<file path="src/rtl/instruction_decoder_if.sv">
// Decode-stage bus: instruction/flag inputs from ROM and ALU, control outputs
// to the register file, the ALU and the program sequencer.
interface instruction_decoder_if;
  logic [7:0] pm_data;
  logic       alu_zero;
  logic [7:0] ir;
  logic       jmp;
  logic       jmp_nz;
  logic [3:0] jmp_addr;
  logic       dont_jmp;
  logic [7:0] reg_en;
  logic [3:0] data_src;
  logic [3:0] imm;
  logic [3:0] alu_func;
  logic       alu_opb_sel;
  logic       halted;

  modport master (
    input  pm_data, alu_zero,
    output ir, jmp, jmp_nz, jmp_addr, dont_jmp, reg_en, data_src,
           imm, alu_func, alu_opb_sel, halted
  );

  modport slave (
    output pm_data, alu_zero,
    input  ir, jmp, jmp_nz, jmp_addr, dont_jmp, reg_en, data_src,
           imm, alu_func, alu_opb_sel, halted
  );
endinterface

</file>
<file path="src/rtl/instruction_decoder.sv">
// Decode stage: instruction register, zero flag and RESET/RUN(/HALTED) FSM.
// Optional HALT on 0xBF is enabled by defining DECODER_HALT_EN.
module instruction_decoder (
  input  logic                  clk,
  input  logic                  sync_reset,
  instruction_decoder_if.master bus
);

`ifdef DECODER_HALT_EN
  typedef enum logic [1:0] {S_RESET, S_RUN, S_HALTED} state_t;
`else
  typedef enum logic [1:0] {S_RESET, S_RUN} state_t;
`endif

  state_t     state, state_nxt;
  logic [7:0] ir;
  logic       z;
  logic       run;
  logic       is_alu;
  logic [7:0] dec_en;
  logic [3:0] dec_src;
  logic       dec_jmp;
  logic       dec_jnz;

  // IR keeps loading during reset so the word at address 0 is already
  // in IR on the first RUN cycle.
  always_ff @(posedge clk) begin
    ir <= bus.pm_data;
    if (sync_reset) begin
      state <= S_RESET;
      z     <= 1'b0;
    end else begin
      state <= state_nxt;
      if (run && is_alu) z <= bus.alu_zero;
    end
  end

  always_comb begin
    state_nxt = state;
    run       = (state == S_RUN) && !sync_reset;
    is_alu    = (ir[7:5] == 3'b110);
    dec_en    = 8'h00;
    dec_src   = 4'd8;
    dec_jmp   = 1'b0;
    dec_jnz   = 1'b0;

    casez (ir)
      8'b0???????: begin
        dec_en[ir[6:4]] = 1'b1;
        dec_src         = 4'd8;
      end
      8'b10??????: begin
        // Self-move writes nothing: this is the NOP (and 0xBF the HALT).
        if (ir[5:3] != ir[2:0]) dec_en[ir[5:3]] = 1'b1;
        dec_src = {1'b0, ir[2:0]};
      end
      8'b110?????: begin
        dec_en[4] = 1'b1;
        dec_src   = 4'd9;
      end
      8'b1110????: dec_jmp = 1'b1;
      default:     dec_jnz = 1'b1;
    endcase

    case (state)
      S_RESET: state_nxt = S_RUN;
`ifdef DECODER_HALT_EN
      S_RUN:   if (ir == 8'hBF) state_nxt = S_HALTED;
`endif
      default: state_nxt = state;
    endcase
  end

  assign bus.ir          = ir;
  assign bus.reg_en      = run ? dec_en : 8'h00;
  assign bus.jmp         = run & dec_jmp;
  assign bus.jmp_nz      = run & dec_jnz;
  assign bus.jmp_addr    = ir[3:0];
  assign bus.dont_jmp    = z;
  assign bus.data_src    = dec_src;
  assign bus.imm         = ir[3:0];
  assign bus.alu_func    = ir[3:0];
  assign bus.alu_opb_sel = ir[4];
`ifdef DECODER_HALT_EN
  assign bus.halted      = (state == S_HALTED);
`else
  assign bus.halted      = 1'b0;
`endif

endmodule
</file>
<file path="src/flat_wrapper.sv">
// flat-port wrapper written by rule: the top's interface ports become plain ports
module instruction_decoder_flat 
  (clk, sync_reset, bus_pm_data, bus_alu_zero, bus_ir, bus_jmp, bus_jmp_nz, bus_jmp_addr, bus_dont_jmp, bus_reg_en, bus_data_src, bus_imm, bus_alu_func, bus_alu_opb_sel, bus_halted);
  instruction_decoder_if bus_i ();
  input  logic clk;
  input  logic sync_reset;
  input wire logic [$bits(bus_i.pm_data)-1:0] bus_pm_data;
  input wire logic [$bits(bus_i.alu_zero)-1:0] bus_alu_zero;
  output wire logic [$bits(bus_i.ir)-1:0] bus_ir;
  output wire logic [$bits(bus_i.jmp)-1:0] bus_jmp;
  output wire logic [$bits(bus_i.jmp_nz)-1:0] bus_jmp_nz;
  output wire logic [$bits(bus_i.jmp_addr)-1:0] bus_jmp_addr;
  output wire logic [$bits(bus_i.dont_jmp)-1:0] bus_dont_jmp;
  output wire logic [$bits(bus_i.reg_en)-1:0] bus_reg_en;
  output wire logic [$bits(bus_i.data_src)-1:0] bus_data_src;
  output wire logic [$bits(bus_i.imm)-1:0] bus_imm;
  output wire logic [$bits(bus_i.alu_func)-1:0] bus_alu_func;
  output wire logic [$bits(bus_i.alu_opb_sel)-1:0] bus_alu_opb_sel;
  output wire logic [$bits(bus_i.halted)-1:0] bus_halted;
  assign bus_i.pm_data = bus_pm_data;
  assign bus_i.alu_zero = bus_alu_zero;
  assign bus_ir = bus_i.ir;
  assign bus_jmp = bus_i.jmp;
  assign bus_jmp_nz = bus_i.jmp_nz;
  assign bus_jmp_addr = bus_i.jmp_addr;
  assign bus_dont_jmp = bus_i.dont_jmp;
  assign bus_reg_en = bus_i.reg_en;
  assign bus_data_src = bus_i.data_src;
  assign bus_imm = bus_i.imm;
  assign bus_alu_func = bus_i.alu_func;
  assign bus_alu_opb_sel = bus_i.alu_opb_sel;
  assign bus_halted = bus_i.halted;
  instruction_decoder u_core (.clk(clk), .sync_reset(sync_reset), .bus(bus_i));
endmodule
</file>
<file path="config.mk">
export PLATFORM = sky130hd
export DESIGN_NAME = instruction_decoder_flat
export DESIGN_NICKNAME = d
export VERILOG_FILES = /design/src/rtl/instruction_decoder_if.sv /design/src/rtl/instruction_decoder.sv /design/src/flat_wrapper.sv
export SDC_FILE = /design/constraint.sdc
export NUM_CORES = 1
export LEC_CHECK = 0
export CORE_UTILIZATION = 34
export DETAILED_ROUTE_END_ITERATION = 16
export PLACE_DENSITY = 0.8
export RECOVER_POWER = 100
export SETUP_SLACK_MARGIN = 0.2
export SLEW_MARGIN = 20
export SYNTH_ARGS = -nofsm -noshare
export SYNTH_HDL_FRONTEND = slang
export SYNTH_SLANG_ARGS = --single-unit
</file>
<file path="constraint.sdc">
create_clock -name clk -period 1.75 [get_ports clk]
set_clock_uncertainty 0.15 [all_clocks]
set_input_delay 0.2625 -clock clk [delete_from_list [all_inputs] [get_ports clk]]
set_output_delay 0.2625 -clock clk [all_outputs]
set_load 0.02 [all_outputs]
</file>
==> results.yml, run 1 <==
global_routing:
  grt_remaining_overflow: 0
  grt_usage_pct: 23.0
  antenna_found_initial: 0
  use_met1_pct: 23.8
  met2_usage_pct: 44.2
  grt_max_degree: 10
  busiest_layer: "met2"
  met3_usage_pct: 1.92
  grt_pass1_wl_um: 3480
  grt_pass1_vias: 805
synthesis:
  netlist_top_cells_area: "dfxtp_1, buf_4, nor2b_1, a211oi_1, o211ai_1"
  synth.top_cell.area_share_pct: 28.8
  yosysTopAreaCell: "dfxtp_1"
  async_reset_ff_share_pct: 0
  synth-xor-area-share_pct: 3.60
  synth_cells: 82
  yosysSeqAreaShare_pct: 28.8
  synthMuxAreaShare_pct: 1.44
  synth_top_family_by_area: "simple AND/OR/NAND/NOR gates"
  yosysMostFrequentCell: "buf_4"
  syn-cell-area_sq_um: 694
  synth-main-ff-cell: "dfxtp_1"
  synth-warning-count: 0
  ys_ff_latch: 10
  synthSimpleGateAreaFrac_pct: 26.5
  synth-adder-area-share_pct: 0
  synth_cell_types: 29
  synthTopCellsByCount: "buf_4, dfxtp_1, nor2b_1"
  syn_avg_cell_area_sq_um: 8.47
  synth_edf_count: 0
  synth_compound_area_share_pct: 18.6
  syn_nets: 93
placement:
  hpwl_um: 1720
  gp_routability_congestion: 0.772
  pre_cts_ws_ps: -784
  port_buffers: 46
status:
  violations: "negative setup slack"
  status: "complete, but fails checks"
drt:
  wirelength_um: 2560
  ant_nets: 0
  drc_errors: 0
  vias: 825
  drtIter0Drc: 17
  viasPerCell: 4.94
  wl_per_cell_um: 15.3
  dr.pass1.iters: 4
cts:
  cts_tree: "built"
  cts.sinks: 10
  clock_path_buffers: 2
  h-tree-depth: 1
  clk_pin_slew_ps: 60
  numCtsBuffers: 3
  cts-hold-fix-buffers: 0
  cts-root-buf: "clkbuf_4"
  clk_latency_ps: 260
worst_setup_path:
  critPathRequiredTime_ps: 1340
  r2r-start: "u_core.bus.ir[5]$_DFF_P_"
  crit_start: "u_core.bus.ir[5]$_DFF_P_"
  timing.critical_path.from_type: "flip-flop"
  endpoint_kind: "primary output"
  arrival_ps: 1530
  crit_type: "reg -> out"
  r2r_cells: 4
  crit_fanout: 6
die:
  io_pins: 48
  die_y_um: 47.2
  initial_core_util_pct: 38.1
  core_sq_um: 1820
  chipWidth_um: 47.2
  dieArea_sq_um: 2230
  rows: 15
timing:
  setup_tns_ps: -1160
  finalHoldViolCount: 0
  rsz0062_at_grt: "true"
  fin_crit_sh_pct: 111
  max_freq_mhz: 515
  fin_crit_ps: 1940
  setup_viol: 9
  drv_slew: 0
  setup_ws_ps: -191
pwr:
  vdd_drop_max_mv: 0.378
  powerDensity_nw_per_um2: 472
  total_power_uw: 685
  p_leak_uw: 0.000614
hold_path:
  hold_depth: 3
  hold_start: "sync_reset"
  worstHoldPathType: "in -> reg"
finish:
  drive_above_1_share_pct: 57.7
  syn_to_final_growth_pct: 109
  diodes: 0
  final_nets: 155
  final_core_util_pct: 79.6
  nFillCells: 131
job:
  maxCapViolations: 0
worst max-delay path: stages (launching register included):
cell and delay [ps]:
dfxtp_4 410, buf_6 130, and4bb_1 220, o21ai_1 90, a221oi_2 240, buf_4 180
power by group:
part	switching, uW	total [uW]	internal (uW)
logic	136	271	135
clock network	74.5	154	79.2
registers	22.6	260	237
total	233	685	452
layout by cell type, fill, tap and decap left out, types with 2 or more instances in the layout:
cell	netlist	final
and2_4	0	2
inv_1	4	2
nor2_1	4	3
nand3_1	4	3
clkbuf_4	0	3
dlygate4sd2_1	0	10
dfxtp_1	10	2
buf_4	15	25
nand2b_1	4	3
or3_4	1	2
o211ai_1	4	4
nand2_1	3	3
dlygate4sd3_1	0	8
dfxtp_2	0	3
buf_6	0	14
clkbuf_2	0	3
dfxtp_4	0	5
a211oi_2	0	3
nor2b_4	0	3
inv_2	0	2
nand2b_4	1	2
clkbuf_1	0	5
clkdlybuf4s25_1	0	8
a21oi_2	0	2
final timing paths:
kind / end / slack, ps
setup / recovery: bus_reg_en[4] / -190
hold / removal: u_core.state[0]$_SDFFE_PP0N_ / 310
setup reg to reg: u_core.bus.dont_jmp$_SDFFE_PP0P_ / 590
hold reg to reg: u_core.bus.dont_jmp$_SDFFE_PP0P_ / 380
kinds of logic after synthesis:
logic type,Yosys count
muxes,1
buffers and inverters,22
xor gates and xnor gates,2
AOI/OAI and AO/OA,17
other,1
and+or+nand+nor,29
DFF,10
metrics by stage:
stage / cell area, sq um / hold WS, ps / std cells
global placement: 1350 / 340 / 161
floorplan: 811 / 140 / 82
detailed placement: 1350 / 373 / 161
finish: 1450 / 308 / 167
global route: 1450 / 332 / 167
CTS: 1430 / 271 / 166
layer usage:
metal	wire, um	vias up
li1	-	395
met1	940	392
met2	1470	34
met3	102	4
met4	46	0
met5	0	-
sequential cells by signal, indices dropped and copies added (netlist names):
name / count
u_core.state: 1
u_core.bus.dont_jmp: 1
u_core.bus.ir: 8
repair_timing:
| item | in CTS | in global routing |
|---|---|---|
| gates resized for setup | 119 | 26 |
| setup buffers | 2 | 1 |
| endpoints found under the hold margin | 0 | 0 |
| setup endpoints to repair | 36 | 27 |
| pin swaps | 12 | 9 |
final cells by class:
| class | count | area (sq um) | share of cell area, % |
|---|---|---|---|
| clock buffers | 3 | 22.5 | 1.55 |
| multi-input cells | 50 | 505 | 34.9 |
| well taps | 25 | 31.3 | 2.16 |
| inverters | 4 | 15.0 | 1.04 |
| flip-flops and latches | 10 | 223 | 15.4 |
| repair buffers | 75 | 652 | 45.0 |
No activity file was read; power rests on OpenSTA's default activity.
==> run 2: changes to the inputs <==
GPL_ROUTABILITY_DRIVEN = 0   (was not set)
==> run 2 against run 1 <==
- non-clock buffer count is 4 higher
- maximum frequency down 0.77%
- final cell count up 2.4%
- register-to-register slack got worse by 40 ps
- worst setup slack lost 15 ps
- worst hold slack worse by 57 ps
- critical path depth unchanged
- via count decreased by 0.24%
- the flow still finishes with violations (negative setup slack)
- combinational power increased by 2%
- flip-flop and latch count stayed put
- clock power rose by 3%
- first-iteration DRC count is 65% lower
- critical path type unchanged
==> results.yml, run 2 (synthesis gave the netlist of run 1 again) <==
worst_setup_path:
  slowest_stage: "dfxtp_4"
  timing.critical_path.from_type: "flip-flop"
  arrival_ps: 1540
  crit_start: "u_core.bus.ir[5]$_DFF_P_"
  critPathRequiredTime_ps: 1340
  r2r_cells: 4
  crit_type: "reg -> out"
  r2r-start: "u_core.bus.ir[5]$_DFF_P_"
  crit_family: "flip-flops"
  endpoint_kind: "primary output"
  slowest_delay_ps: 400
  timing.rr.end: "u_core.bus.dont_jmp$_SDFFE_PP0P_"
  r2r_setup_slack_ps: 550
  path_cells: "xor2_4 > buf_6 > o211ai_1 > a211oi_2 > buf_4"
  path_buf_inv: 2
  crit_fanout: 6
drt:
  vias: 823
  drc_errors: 0
  wirelength_um: 2480
  wl_per_cell_um: 14.5
  drtIter0Drc: 6
  ant_nets: 0
  viasPerCell: 4.81
  dr.pass1.iters: 4
cts:
  cts-hold-fix-buffers: 0
  clk_latency_ps: 270
  cts_tree: "built"
  clk_pin_slew_ps: 60
  numCtsBuffers: 3
  clock_path_buffers: 2
  h-tree-depth: 1
  cts.sinks: 10
  cts-root-buf: "clkbuf_4"
finish:
  layout_common_cells: "buf_4, dlygate4sd2_1, buf_6, dlygate4sd3_1, clkbuf_4"
  top_register: "u_core.bus.ir"
  nFillCells: 135
  drive_above_1_share_pct: 58.2
  diodes: 0
  final_common_cell: "buf_4"
  multi_input_area_sq_um: 480
  final_cells: 171
  syn_to_final_growth_pct: 107
  final_nets: 159
  largest_reg_flops: 8
  seqCellArea_sq_um: 220
die:
  chipWidth_um: 47.2
  io_pins: 48
  rows: 15
  core_sq_um: 1820
  die_y_um: 47.2
  initial_core_util_pct: 38.1
  dieArea_sq_um: 2230
pwr:
  vdd_drop_max_mv: 0.421
  powerDensity_nw_per_um2: 481
  p_leak_uw: 0.000636
timing:
  fin_crit_ps: 1960
  drv_slew: 0
  finalHoldViolCount: 0
  setup_ws_ps: -206
  max_freq_mhz: 511
  setup_viol: 12
  rsz0062_at_grt: "true"
  fin_crit_sh_pct: 112
placement:
  pre_cts_ws_ps: -764
  dp_cells: 163
  port_buffers: 46
  hpwl_um: 1830
global_routing:
  grt_pass1_vias: 803
  grt_usage_pct: 23.2
  grt_remaining_overflow: 0
  grt_pass1_wl_um: 3580
  grt_max_degree: 10
  antenna_found_initial: 0
hold_path:
  hold_start: "sync_reset"
  hold_end: "u_core.state[0]$_SDFFE_PP0N_"
  worstHoldPathType: "in -> reg"
  hold_depth: 3
status:
  violations: "negative setup slack"
  status: "complete, but fails checks"
job:
  maxCapViolations: 0
run 2: worst max-delay path by stage:
stage | endpoint | slack, ps | cells past startpoint
2_1_floorplan | bus_reg_en[0] | -20 | 4
3_3_place_gp | bus_reg_en[0] | -750 | 5
3_5_place_dp | bus_reg_en[0] | -760 | 5
4_1_cts | bus_reg_en[2] | -180 | 5
5_1_grt | bus_reg_en[3] | -250 | 5
6_report | bus_reg_en[2] | -210 | 5
run 2: report_power, final:
group / internal [uW] / leakage [uW] / switching, uW
clock network: 79.5 / 0.0000138 / 78.7
registers: 237 / 0.0000858 / 20.5
logic: 141 / 0.000536 / 134
total: 457 / 0.000636 / 234
run 2: worst reg2reg max path, cell delays in order, from the launching register on:
cell and delay, ps:
dfxtp_4 380, buf_4 150, nand4b_1 180, mux2i_1 180
nor2_1 60
run 2: area by class of cell:
class	instances	area share (%)
repair buffers	79	46.4
well taps	25	2.18
multi-input cells	50	33.5
clock buffers	3	1.57
inverters	4	1.05
flip-flops and latches	10	15.3
run 2: stage by stage:
step	utilization [%]	total power (uW)	setup TNS [ps]	instance area, sq um	hold WS (ps)
4_1_cts	79.2	685	-1170	1440	229
3_5_place_dp	75.9	532	-5500	1380	364
2_1_floorplan	-	403	-39.3	811	140
6_report	78.8	691	-1500	1440	251
5_1_grt	78.8	721	-2280	1440	286
3_3_place_gp	75.9	526	-5480	1380	343
run 2: what timing repair did:
action / 4_1_cts / 5_1_grt
setup endpoints to repair: 36 / 25
buffers inserted: 2 / 3
resized for setup: 120 / 18
pin swaps: 8 / 6
run 2: per-layer routing:
layer,wire (um),track usage (%),vias up
met1,929,25.1,390
li1,-,-,403
met4,24,9.14,0
met2,1450,44.4,26
met5,0,0,-
met3,74,3.85,4
